<file path="src/rtl/uart_pkg.sv">
// Shared UART definitions: transmit FSM states, parity selectors and the
// parity helper. The receiver will reuse the parity helper.
package uart_pkg;

    typedef enum logic [2:0] {
        IDLE,
        START,
        DATA,
        PARITY,
        STOP
    } tx_state_t;

    localparam logic PARITY_EVEN = 1'b0;
    localparam logic PARITY_ODD  = 1'b1;

    // XOR-reduce the (zero-extended) data word. Zero extension leaves the
    // result unchanged, so any width from 5 to 9 bits can be passed in.
    function automatic logic parity_calc(input logic [8:0] data, input logic odd);
        return (^data) ^ odd;
    endfunction

endpackage

</file>
<file path="src/rtl/uart_tx_frame_if.sv">
// Byte handshake between the upstream producer and the UART framer.
interface uart_tx_frame_if #(
    parameter int DATA_BITS = 8
);
    logic [DATA_BITS-1:0] data_i;
    logic                 valid_i;
    logic                 ready_o;

    modport master (output data_i, output valid_i, input ready_o);
    modport slave  (input  data_i, input  valid_i, output ready_o);
endinterface

</file>
<file path="src/rtl/uart_tx_frame.sv">
// UART transmit framer: start bit, LSB-first data, optional parity, 1 or 2
// stop bits. Every bit is paced by the external baud counter overflow, and
// the counter is held clear while idle and restarted on each consumed tick.
module uart_tx_frame
    import uart_pkg::*;
#(
    parameter int DATA_BITS  = 8,
    parameter int PARITY_EN  = 0,
    parameter int PARITY_ODD = 0,
    parameter int STOP_BITS  = 1
) (
    input  logic                  clk_i,
    input  logic                  rst_i,
    uart_tx_frame_if.slave        bus,
    input  logic                  baud_of_i,
    output logic                  baud_clear_o,
    output logic                  tx_o,
    output logic                  busy_o,
    output logic                  done_o
);

    localparam int                 CNT_W     = $clog2(DATA_BITS);
    localparam logic [CNT_W-1:0]   LAST_BIT  = CNT_W'(DATA_BITS - 1);
    localparam logic               LAST_STOP = 1'(STOP_BITS - 1);
    localparam logic               ODD_SEL   = (PARITY_ODD != 0);

    tx_state_t              r_state;
    logic [DATA_BITS-1:0]   r_shift;
    logic [CNT_W-1:0]       r_bit_cnt;
    logic                   r_stop_cnt;
    logic                   r_parity;
    logic                   r_tx;
    logic                   r_ready;
    logic                   r_busy;
    logic                   r_done;

    tx_state_t              w_state_nxt;
    logic [DATA_BITS-1:0]   w_shift_nxt;
    logic [CNT_W-1:0]       w_bit_cnt_nxt;
    logic                   w_stop_cnt_nxt;
    logic                   w_parity_nxt;
    logic                   w_tx_nxt;
    logic                   w_ready_nxt;
    logic                   w_busy_nxt;
    logic                   w_done_nxt;
    logic                   w_accept;

    assign w_accept     = bus.valid_i && r_ready;
    assign baud_clear_o = (r_state == IDLE) || baud_of_i;
    assign tx_o         = r_tx;
    assign bus.ready_o  = r_ready;
    assign busy_o       = r_busy;
    assign done_o       = r_done;

    // State and registered outputs; reset aborts any frame and idles the line high.
    always_ff @(posedge clk_i or posedge rst_i) begin
        if (rst_i) begin
            r_state    <= IDLE;
            r_shift    <= '0;
            r_bit_cnt  <= '0;
            r_stop_cnt <= 1'b0;
            r_parity   <= 1'b0;
            r_tx       <= 1'b1;
            r_ready    <= 1'b1;
            r_busy     <= 1'b0;
            r_done     <= 1'b0;
        end else begin
            r_state    <= w_state_nxt;
            r_shift    <= w_shift_nxt;
            r_bit_cnt  <= w_bit_cnt_nxt;
            r_stop_cnt <= w_stop_cnt_nxt;
            r_parity   <= w_parity_nxt;
            r_tx       <= w_tx_nxt;
            r_ready    <= w_ready_nxt;
            r_busy     <= w_busy_nxt;
            r_done     <= w_done_nxt;
        end
    end

    // Next-state decode; every state holds until a baud tick arrives.
    always_comb begin
        w_state_nxt = r_state;
        case (r_state)
            IDLE:    if (w_accept) w_state_nxt = START;
            START:   if (baud_of_i) w_state_nxt = DATA;
            DATA:    if (baud_of_i && (r_bit_cnt == LAST_BIT))
                         w_state_nxt = (PARITY_EN != 0) ? PARITY : STOP;
            PARITY:  if (baud_of_i) w_state_nxt = STOP;
            STOP:    if (baud_of_i && (r_stop_cnt == LAST_STOP)) w_state_nxt = IDLE;
            default: w_state_nxt = IDLE;
        endcase
    end

    // Next values of the line, handshake flags, shifter and counters.
    always_comb begin
        w_shift_nxt    = r_shift;
        w_bit_cnt_nxt  = r_bit_cnt;
        w_stop_cnt_nxt = r_stop_cnt;
        w_parity_nxt   = r_parity;
        w_tx_nxt       = r_tx;
        w_ready_nxt    = r_ready;
        w_busy_nxt     = r_busy;
        w_done_nxt     = 1'b0;
        case (r_state)
            IDLE: begin
                if (w_accept) begin
                    w_shift_nxt  = bus.data_i;
                    w_parity_nxt = parity_calc(9'(bus.data_i), ODD_SEL);
                    w_tx_nxt     = 1'b0;
                    w_ready_nxt  = 1'b0;
                    w_busy_nxt   = 1'b1;
                end
            end
            START: begin
                if (baud_of_i) begin
                    w_tx_nxt      = r_shift[0];
                    w_shift_nxt   = r_shift >> 1;
                    w_bit_cnt_nxt = '0;
                end
            end
            DATA: begin
                if (baud_of_i) begin
                    if (r_bit_cnt == LAST_BIT) begin
                        // Stop counter cleared here too so frames without parity start clean.
                        w_tx_nxt       = (PARITY_EN != 0) ? r_parity : 1'b1;
                        w_stop_cnt_nxt = 1'b0;
                    end else begin
                        w_tx_nxt      = r_shift[0];
                        w_shift_nxt   = r_shift >> 1;
                        w_bit_cnt_nxt = r_bit_cnt + 1'b1;
                    end
                end
            end
            PARITY: begin
                if (baud_of_i) begin
                    w_tx_nxt       = 1'b1;
                    w_stop_cnt_nxt = 1'b0;
                end
            end
            STOP: begin
                if (baud_of_i) begin
                    if (r_stop_cnt == LAST_STOP) begin
                        w_ready_nxt    = 1'b1;
                        w_busy_nxt     = 1'b0;
                        w_done_nxt     = 1'b1;
                        w_stop_cnt_nxt = 1'b0;
                    end else begin
                        w_stop_cnt_nxt = r_stop_cnt + 1'b1;
                    end
                end
            end
            default: begin
                w_tx_nxt    = 1'b1;
                w_ready_nxt = 1'b1;
                w_busy_nxt  = 1'b0;
            end
        endcase
    end

endmodule

</file>
<file path="src/flat_wrapper.sv">
// flat-port wrapper written by rule: the top's interface ports become plain ports
module uart_tx_frame_flat import uart_pkg::*;
#(
    parameter int DATA_BITS  = 8,
    parameter int PARITY_EN  = 0,
    parameter int PARITY_ODD = 0,
    parameter int STOP_BITS  = 1
)
  (clk_i, rst_i, baud_of_i, baud_clear_o, tx_o, busy_o, done_o, bus_data_i, bus_valid_i, bus_ready_o);
  uart_tx_frame_if #(.DATA_BITS(DATA_BITS)) bus_i ();
  input  logic clk_i;
  input  logic rst_i;
  input  logic baud_of_i;
  output logic baud_clear_o;
  output logic tx_o;
  output logic busy_o;
  output logic done_o;
  input wire logic [$bits(bus_i.data_i)-1:0] bus_data_i;
  input wire logic [$bits(bus_i.valid_i)-1:0] bus_valid_i;
  output wire logic [$bits(bus_i.ready_o)-1:0] bus_ready_o;
  assign bus_i.data_i = bus_data_i;
  assign bus_i.valid_i = bus_valid_i;
  assign bus_ready_o = bus_i.ready_o;
  uart_tx_frame #(.DATA_BITS(DATA_BITS), .PARITY_EN(PARITY_EN), .PARITY_ODD(PARITY_ODD), .STOP_BITS(STOP_BITS)) u_core (.clk_i(clk_i), .rst_i(rst_i), .bus(bus_i), .baud_of_i(baud_of_i), .baud_clear_o(baud_clear_o), .tx_o(tx_o), .busy_o(busy_o), .done_o(done_o));
endmodule
</file>
<file path="config.mk">
export PLATFORM = sky130hd
export DESIGN_NAME = uart_tx_frame_flat
export DESIGN_NICKNAME = d
export VERILOG_FILES = /design/src/rtl/uart_pkg.sv /design/src/rtl/uart_tx_frame_if.sv /design/src/rtl/uart_tx_frame.sv /design/src/flat_wrapper.sv
export SDC_FILE = /design/constraint.sdc
export NUM_CORES = 1
export LEC_CHECK = 0
export ABC_CLOCK_PERIOD_IN_PS = 2400
export BUFFER_PORTS_ARGS = -buffer_cell sky130_fd_sc_hd__buf_2
export CELL_PAD_IN_SITES_DETAIL_PLACEMENT = 0
export CELL_PAD_IN_SITES_GLOBAL_PLACEMENT = 1
export CORE_MARGIN = 3
export CORE_UTILIZATION = 42
export DETAILED_ROUTE_END_ITERATION = 10
export PLACE_DENSITY_LB_ADDON = 0.1
export SYNTH_ARGS = -nofsm -noshare
export SYNTH_HDL_FRONTEND = slang
export SYNTH_SLANG_ARGS = --single-unit
</file>
<file path="constraint.sdc">
create_clock -name clk_i -period 2.4 [get_ports clk_i]
set_clock_uncertainty 0.15 [all_clocks]
set_input_delay 0.24 -clock clk_i [delete_from_list [all_inputs] [get_ports clk_i]]
set_output_delay 0.24 -clock clk_i [all_outputs]
set_load 0.1 [all_outputs]
</file>
Yosys cells after proc, flatten, opt, wreduce, memory -nomap -nowiden

Cells that the tools add are included.

Equal/unequal tests: 15
Reduce and logical (&&, ||, !) cells: 15
$mul: 0
Shift operators: 0
$add $sub $neg: 2
Bitwise gates (word level): 3
$lt $le $gt $ge: 0
Div/mod/pow operators: 0
Mux-type cells: 37

Operator list:

| kind                                                             | number |
|---|---|
| 8-bit 2-to-1 mux                                                 | 4 |
| 3-bit 2-to-1 mux                                                 | 8 |
| 8-bit case mux with 3 select lines                               | 1 |
| 5-bit AND reduction                                              | 4 |
| 1-bit 2-to-1 mux                                                 | 18 |
| 3-bit case mux with 5 select lines                               | 1 |
| 2-bit != test (second input constant)                            | 6 |
| 1-bit case mux with 3 select lines                               | 3 |
| 2-bit by 1-bit != test with 1-bit output (second input constant) | 4 |
| 4-bit AND reduction                                              | 2 |
| 3-bit by 2-bit == test with 1-bit output (second input constant) | 2 |
| 3-bit == test (second input constant)                            | 2 |
| 3-bit case mux with 2 select lines                               | 1 |
| 3-bit nonzero test                                               | 2 |
| 1-bit case mux with 5 select lines                               | 1 |
| 3-bit by 1-bit adder with 3-bit output (second input constant)   | 1 |
| 3-bit by 1-bit == test with 1-bit output (second input constant) | 1 |
| 1-bit logical AND                                                | 3 |
| 3-bit logical NOT                                                | 1 |
| 1-bit inverter                                                   | 3 |
| 3-bit OR reduction                                               | 1 |
| 2-bit nonzero test                                               | 1 |
| 1-bit adder (second input constant)                              | 1 |
| 1-bit logical OR                                                 | 1 |

Word-level logic and storage cells: 80
Bits in writable memories: 0
Register bits after elaboration: 19
Bits in latches: 0
Bits in read-only memories: 0
Output and inout port bits: 5
Memories kept: 0
Bits of input ports: 12

Longest topological paths before layout

Gate-level depths: netlist of run 1.

Word-level depth: 4
Depth in mapped cells: 6
Gate-level depth less buffers: 6

Worst setup path before layout of run 1

Ideal clock, no wire load.

Path type: register to register
Start point: register u_core.r_ready, in the netlist u_core.bus.ready_o
End point: register u_core.r_shift[0]
Period minus slack after synthesis: 2157 ps
Library setup time: 125 ps
Cell stages (with the launch flop): 5
Data required time: 2125 ps
Setup slack: 243 ps
Buffers on the path: 0
Data arrival time: 1882 ps
Cell sequence: dfstp_2 > and3b_1 > a21oi_1 > o32ai_4 > mux2_2

Word-level cells in the longest chain between the ends: 3

Ends and longest elaborated chain:

| what                                                      | RTL line            | text |
|---|---|---|
| from (decl)                                               | uart_tx_frame.sv:33 | `logic r_ready;` |
| from (signal assigned)                                    | uart_tx_frame.sv:74 | `r_ready <= w_ready_nxt;` |
| 1-bit logical AND                                         | uart_tx_frame.sv:48 | `assign w_accept = bus.valid_i && r_ready;` |
| 2-bit by 1-bit != test with 1-bit output (no source line) | n/a                 |  |
| 5-bit AND reduction (no source line)                      | n/a                 |  |
| to (signal assigned)                                      | uart_tx_frame.sv:69 | `r_shift <= w_shift_nxt;` |
| to (decl)                                                 | uart_tx_frame.sv:28 | `logic [DATA_BITS-1:0] r_shift;` |

No other way between the ends.
A chain may end at the register's enable or synchronous reset.

Worst setup path after layout of run 1

Start point: register u_core.r_state[1]
End point: output baud_clear_o

Word-level cells in the longest chain between the ends: 2

Ends and longest elaborated chain:

| what                   | RTL line            | text |
|---|---|---|
| from (decl)            | uart_tx_frame.sv:27 | `tx_state_t r_state;` |
| from (signal assigned) | uart_tx_frame.sv:68 | `r_state <= w_state_nxt;` |
| 3-bit logical NOT      | uart_tx_frame.sv:49 | `assign baud_clear_o = (r_state == IDLE) \|\| baud_of_i;` |
| 1-bit logical OR       | uart_tx_frame.sv:49 |  |
| to (decl)              | flat_wrapper.sv:14  | `output logic baud_clear_o;` |

No other way between the ends.

==> results.py, run 1 <==
metrics = {
    "detailed_routing": {
        "dr_total_vias": 653,
        "drc": 0,
        "first_iter_violations": 8,
        "post_drt_wl_per_cell_um": 12.6,
        "ant_nets": 0,
        "drt-total-wl_mm": 1.63,
        "via_per_inst": 5.02,
        "dr.pass1.iters": 4,
    },
    "worst_hold_path": {
        "hold_start": "bus_valid_i",
        "holdPathStages": 3,
        "hold_class": "input port to register",
        "hold_end": "u_core.busy_o",
    },
    "yosys": {
        "synth_edf_count": 0,
        "yosysWarnings": 0,
        "ys_top_cells_by_area": "dfrtp_1 (42%), mux2_2 (18%), dfstp_2 (5.5%)",
        "synth_xor_area_share_pct": 0.921,
        "ys_ff_latch": 18,
        "seq_area_frac_synth_pct": 47.6,
        "yosysMostFrequentCell": "dfrtp_1",
        "synth-main-ff-cell": "dfrtp_1",
        "yosys-mux-area-fraction_pct": 17.8,
        "synth_compound_area_share_pct": 12.2,
        "postSynthCellCount": 86,
        "synthAdderAreaFrac_pct": 2.63,
        "yosys.area.top_type": "dfrtp_1",
        "synth_top_family_by_area": "multiplexers",
        "synthArstFlopShare_pct": 100,
        "synth_area_um2": 951,
        "ys_types": 30,
        "syn_area_per_cell_um2": 11.1,
        "synth_top_area_share_pct": 42.1,
        "synth-simple-area-share_pct": 15.0,
        "synthTopCellsByCount": "dfrtp_1 (16), mux2_2 (15), nand2_1 (8)",
        "syn_nets": 100,
    },
    "place": {
        "gp_congestion": 0.658,
        "port_buffers": 16,
        "dp_hpwl_mm": 1.17,
        "place_ws_ps": 443,
    },
    "grt": {
        "grt_busiest_layer": "met2",
        "grt_pass1_wl_mm": 2.84,
        "grt_usage_pct": 13.9,
        "antenna_found_initial": 0,
        "grt_overflow": 0,
        "grt_use_met2_pct": 20.6,
        "met1_usage_pct": 18.8,
        "grt_max_degree": 19,
        "grtUsageMet3_pct": 3.05,
        "grt_pass1_vias": 639,
    },
    "timing": {
        "hold_viol": 0,
        "setup_slack_ps": 317,
        "final_max_slew_viol_count": 0,
        "max_slew_margin_pct": 54.1,
        "rsz0062_at_grt": "no",
        "max_freq_mhz": 480,
        "finalSetupViolCount": 0,
        "period_minus_slack_ps": 2080,
        "max_slew.worst_pin.slew_ps": 687,
        "finalSetupTns_ps": 0,
        "period_share_pct": 86.8,
    },
    "cts": {
        "cts_resized": 0,
        "cts_buffers": 3,
        "cts_tree": "built",
        "clock_sinks": 18,
        "cts_root_buf": "clkbuf_4",
        "cts.htree.levels": 1,
        "cts_buffer_depth": 2,
        "postCtsHoldBufs": 1,
        "path_clk_slew_ps": 100,
        "post_cts_buffers": 0,
        "clk_latency_ps": 290,
    },
    "power": {
        "power.density_mw_per_mm2": 933,
        "power.total_w": 0.00101,
        "peakVddDrop_v": 0.000519,
        "leakagePower_nw": 0.491,
    },
    "layout": {
        "fin_util_pct": 53.0,
        "n_antenna_cell": 0,
        "layout.nets": 118,
        "fill_cells": 200,
        "regArea_um2": 453,
        "drive_gt1_share_pct": 38.8,
        "multi_input_area_um2": 462,
        "syn2layout_area_growth_pct": 13.8,
    },
    "worst_setup_path": {
        "reg2reg_slack_ps": 420,
        "cp_max_fo": 10,
        "r2r_start": "u_core.r_bit_cnt[0]",
        "worstPathRequired_ps": 2010,
        "ff2ff_path_depth": 5,
        "critPathArrivalTime_ps": 1690,
        "start_kind": "register",
        "path_class": "register to primary output",
        "r2r-end": "u_core.r_shift[5]",
        "endpoint_kind": "primary output",
    },
    "floorplan": {
        "io_pins": 17,
        "rows": 16,
        "die_width_um": 53.6,
        "start_util_pct": 46.6,
        "core-area_mm2": 0.00204,
        "chipHeight_um": 53.6,
        "die_area_mm2": 0.00287,
    },
    "run_status": {
        "outcome": "completed",
    },
    "job": {
        "max_cap_viol_count": 0,
    },
}
==> through the flow <==
| step | hold slack, ps | instances | area [um2] |
|---|---|---|---|
| final | 122 | 130 | 1080 |
| after global routing | 136 | 130 | 1080 |
| after CTS | 105 | 130 | 1080 |
| after detailed placement | 235 | 125 | 1040 |
| after global placement | 230 | 125 | 1040 |
| after floorplan | 27.1 | 86 | 951 |
==> worst max-delay path by stage <==
stage / start / to / slack (ps) / depth (start not counted)
6_report: u_core.r_state[1] / baud_clear_o / 320 / 3
2_1_floorplan: u_core.bus.ready_o / u_core.r_shift[0] / 240 / 4
5_1_grt: u_core.r_state[1] / baud_clear_o / 240 / 3
3_3_place_gp: u_core.r_bit_cnt[0] / u_core.r_shift[7] / 470 / 5
3_5_place_dp: u_core.r_bit_cnt[0] / u_core.r_shift[5] / 440 / 5
4_1_cts: u_core.r_state[1] / baud_clear_o / 290 / 3
==> placed cells by master, fill, tap and decap left out, types with 2 or more instances in the layout <==
| master | count |
|---|---|
| buf_2 | 16 |
| dfrtp_1 | 16 |
| mux2_2 | 15 |
| nand2_1 | 8 |
| nor2_1 | 6 |
| a21oi_1 | 5 |
| o21ai_0 | 4 |
| nor2b_1 | 3 |
| clkbuf_4 | 3 |
| inv_1 | 2 |
| nor3b_1 | 2 |
| nand2b_1 | 2 |
| ha_1 | 2 |
| dfstp_2 | 2 |
==> cell families after synthesis <==
kind of cell | after synthesis
adder cells (fa/ha/maj) | 2
buffers and inverters | 6
flip-flops | 18
AO/OA/AOI/OAI | 16
XOR/XNOR | 1
AND/OR/NAND/NOR | 28
multiplexers | 15
==> routing by layer <==
layer,vias to the layer above,share of wire [%]
met5,-,0
li1,337,-
met1,303,50
met3,2,5.1
met4,0,0.73
met2,11,44
==> worst max-delay path, cell delays in order, from the launching register on <==
cell     delay (ps)
dfrtp_1         510
nor2_1          310
a21o_1          170
buf_2           420
==> registers in the layout, summed over array words and instances, names as in the netlist <==
signal and flops:
u_core.done_o 1, u_core.tx_o 1, u_core.r_bit_cnt 3, u_core.r_shift 8, u_core.bus.ready_o 1, u_core.r_state 3
u_core.busy_o 1
==> cell type report <==
cell class | instances | share of cell area, %
clock buffers | 4 | 3.35
flip-flops and latches | 18 | 41.8
repair buffers | 17 | 8.32
well taps | 27 | 3.12
multi-input cells | 62 | 42.7
inverters | 2 | 0.694
==> report_power, final <==
| part | internal, W | leakage [nW] | switching [W] |
|---|---|---|---|
| clock | 0.0000924 | 0.0210 | 0.0000928 |
| sequential | 0.000402 | 0.226 | 0.0000587 |
| combinational | 0.000154 | 0.244 | 0.000210 |
| total | 0.000648 | 0.491 | 0.000362 |
No activity file was read; power rests on OpenSTA's default activity.
==> inputs of run 2 (changes only) <==
CORE_MARGIN = 5   (was 3)
==> results.py, run 2 (synthesis gave the netlist of run 1 again) <==
metrics = {
    "run_status": {
        "outcome": "completed",
    },
    "power": {
        "power.density_mw_per_mm2": 932,
        "peakVddDrop_v": 0.000439,
        "leakagePower_nw": 0.491,
    },
    "worst_setup_path": {
        "critPathMaxStageDelay_ps": 510,
        "path_class": "register to primary output",
        "cp_max_fo": 10,
        "worstPathCellList": "nor2_1, a21o_1, buf_2",
        "endpoint_kind": "primary output",
        "crit_slowest_cell": "dfrtp_1",
        "start_kind": "register",
        "critPathArrivalTime_ps": 1690,
        "worstPathRequired_ps": 2010,
    },
    "cts": {
        "cts_root_buf": "clkbuf_4",
        "cts_tree": "built",
        "cts.htree.levels": 1,
        "path_clk_slew_ps": 110,
        "clk_latency_ps": 290,
        "cts_resized": 0,
        "clock_sinks": 18,
        "cts_buffer_depth": 2,
        "cts_buffers": 3,
    },
    "grt": {
        "grt_pass1_wl_mm": 3.02,
        "grt_overflow": 0,
        "grt_usage_pct": 11.7,
        "antenna_found_initial": 0,
        "grt_max_degree": 19,
        "grt_pass1_vias": 703,
    },
    "timing": {
        "max_slew_margin_pct": 53.9,
        "setup_slack_ps": 316,
        "finalSetupViolCount": 0,
        "period_minus_slack_ps": 2080,
        "period_share_pct": 86.8,
        "final_max_slew_viol_count": 0,
        "finalSetupTns_ps": 0,
        "hold_viol": 0,
        "max_slew.worst_pin.slew_ps": 690,
        "max_freq_mhz": 480,
        "rsz0062_at_grt": "no",
    },
    "floorplan": {
        "die_width_um": 57.6,
        "rows": 17,
        "chipHeight_um": 57.6,
        "io_pins": 17,
        "die_area_mm2": 0.00332,
        "core-area_mm2": 0.00219,
        "start_util_pct": 43.4,
    },
    "layout": {
        "drive_gt1_share_pct": 38.8,
        "syn2layout_area_growth_pct": 13.9,
        "largest_reg_flops": 8,
        "n_antenna_cell": 0,
        "reg.largest.list": "u_core.r_shift: 8 flops, u_core.r_bit_cnt: 3 flops, u_core.r_state: 3 flops",
        "max_flop_register": "u_core.r_shift",
        "layout_common_cells": "buf_2 (16), dfrtp_1 (16), mux2_2 (15), nand2_1 (8), nor2_1 (6)",
        "layout.nets": 118,
    },
    "detailed_routing": {
        "drt-total-wl_mm": 1.69,
        "dr.pass1.iters": 4,
        "first_iter_violations": 13,
        "dr_total_vias": 658,
        "post_drt_wl_per_cell_um": 12.9,
        "ant_nets": 0,
        "drc": 0,
        "via_per_inst": 5.02,
    },
    "job": {
        "max_cap_viol_count": 0,
    },
    "place": {
        "place_ws_ps": 433,
        "port_buffers": 16,
        "gp_congestion": 0.653,
        "dp_hpwl_mm": 1.22,
    },
    "worst_hold_path": {
        "hold_class": "input port to register",
    },
}
-- run 2: power by group --
part           switching, W  internal (W)  leakage [nW]
registers         0.0000594      0.000402         0.226
clock network     0.0000939     0.0000923        0.0210
logic              0.000209      0.000153         0.244
-- run 2: path summary, 6_finish.rpt --
kind / slack, ps / from / depth (start not counted) / endpoint
worst min-delay path: 120 / bus_valid_i / 3 / u_core.r_state[0]
worst min register to register: 350 / u_core.r_bit_cnt[1] / 2 / u_core.r_bit_cnt[1]
worst max register to register: 450 / u_core.r_bit_cnt[0] / 5 / u_core.r_shift[4]
worst max-delay path: 320 / u_core.r_state[1] / 3 / baud_clear_o
min in group asynchronous: 430 / rst_i / 3 / u_core.r_shift[1]
max in group asynchronous: 1230 / rst_i / 3 / u_core.r_bit_cnt[1]
-- run 2: critical path: cells and delay by family, from the launching register on --
family                 cells  cell delay [ps]
buffers and inverters      1              410
DFF                        1              510
AOI/OAI and AO/OA          1              160
and+or+nand+nor            1              320
-- run 2: what timing repair did --
item | in CTS | in global routing
hold endpoints to repair | 16 | 0
hold buffers | 1 | 0
setup buffers | 0 | 0
endpoints found under the setup margin | 0 | 0
-- run 2: per-stage QoR --
stage | util, % | instance area [um2] | power [W] | std cells | hold WS (ps)
2_1_floorplan | - | 951 | 0.000775 | 86 | 27.1
3_5_place_dp | 47.3 | 1040 | 0.000833 | 126 | 240
4_1_cts | 49.5 | 1080 | 0.00103 | 131 | 105
5_1_grt | 49.5 | 1080 | 0.00109 | 131 | 114
3_3_place_gp | 47.3 | 1040 | 0.000825 | 126 | 238
6_report | 49.5 | 1080 | 0.00101 | 131 | 119
-- run 2: layer usage --
metal	up-vias	global-route usage (%)	wire length [um]	part of all wire, %
met5	-	0	0	0
met4	0	4.97	14	0.83
met3	2	2.94	84	5.0
met2	12	17.9	763	45
met1	304	15.6	823	49
li1	340	-	-	-
-- run 2: layout make-up --
| type | count | area (um2) |
|---|---|---|
| fill | 215 | 1110 |
| multi-input combinational | 62 | 462 |
| sequential | 18 | 453 |
| timing repair buffer | 17 | 90.1 |
| clock buffer | 4 | 36.3 |
| tap | 28 | 35.0 |
| inverter | 2 | 7.51 |
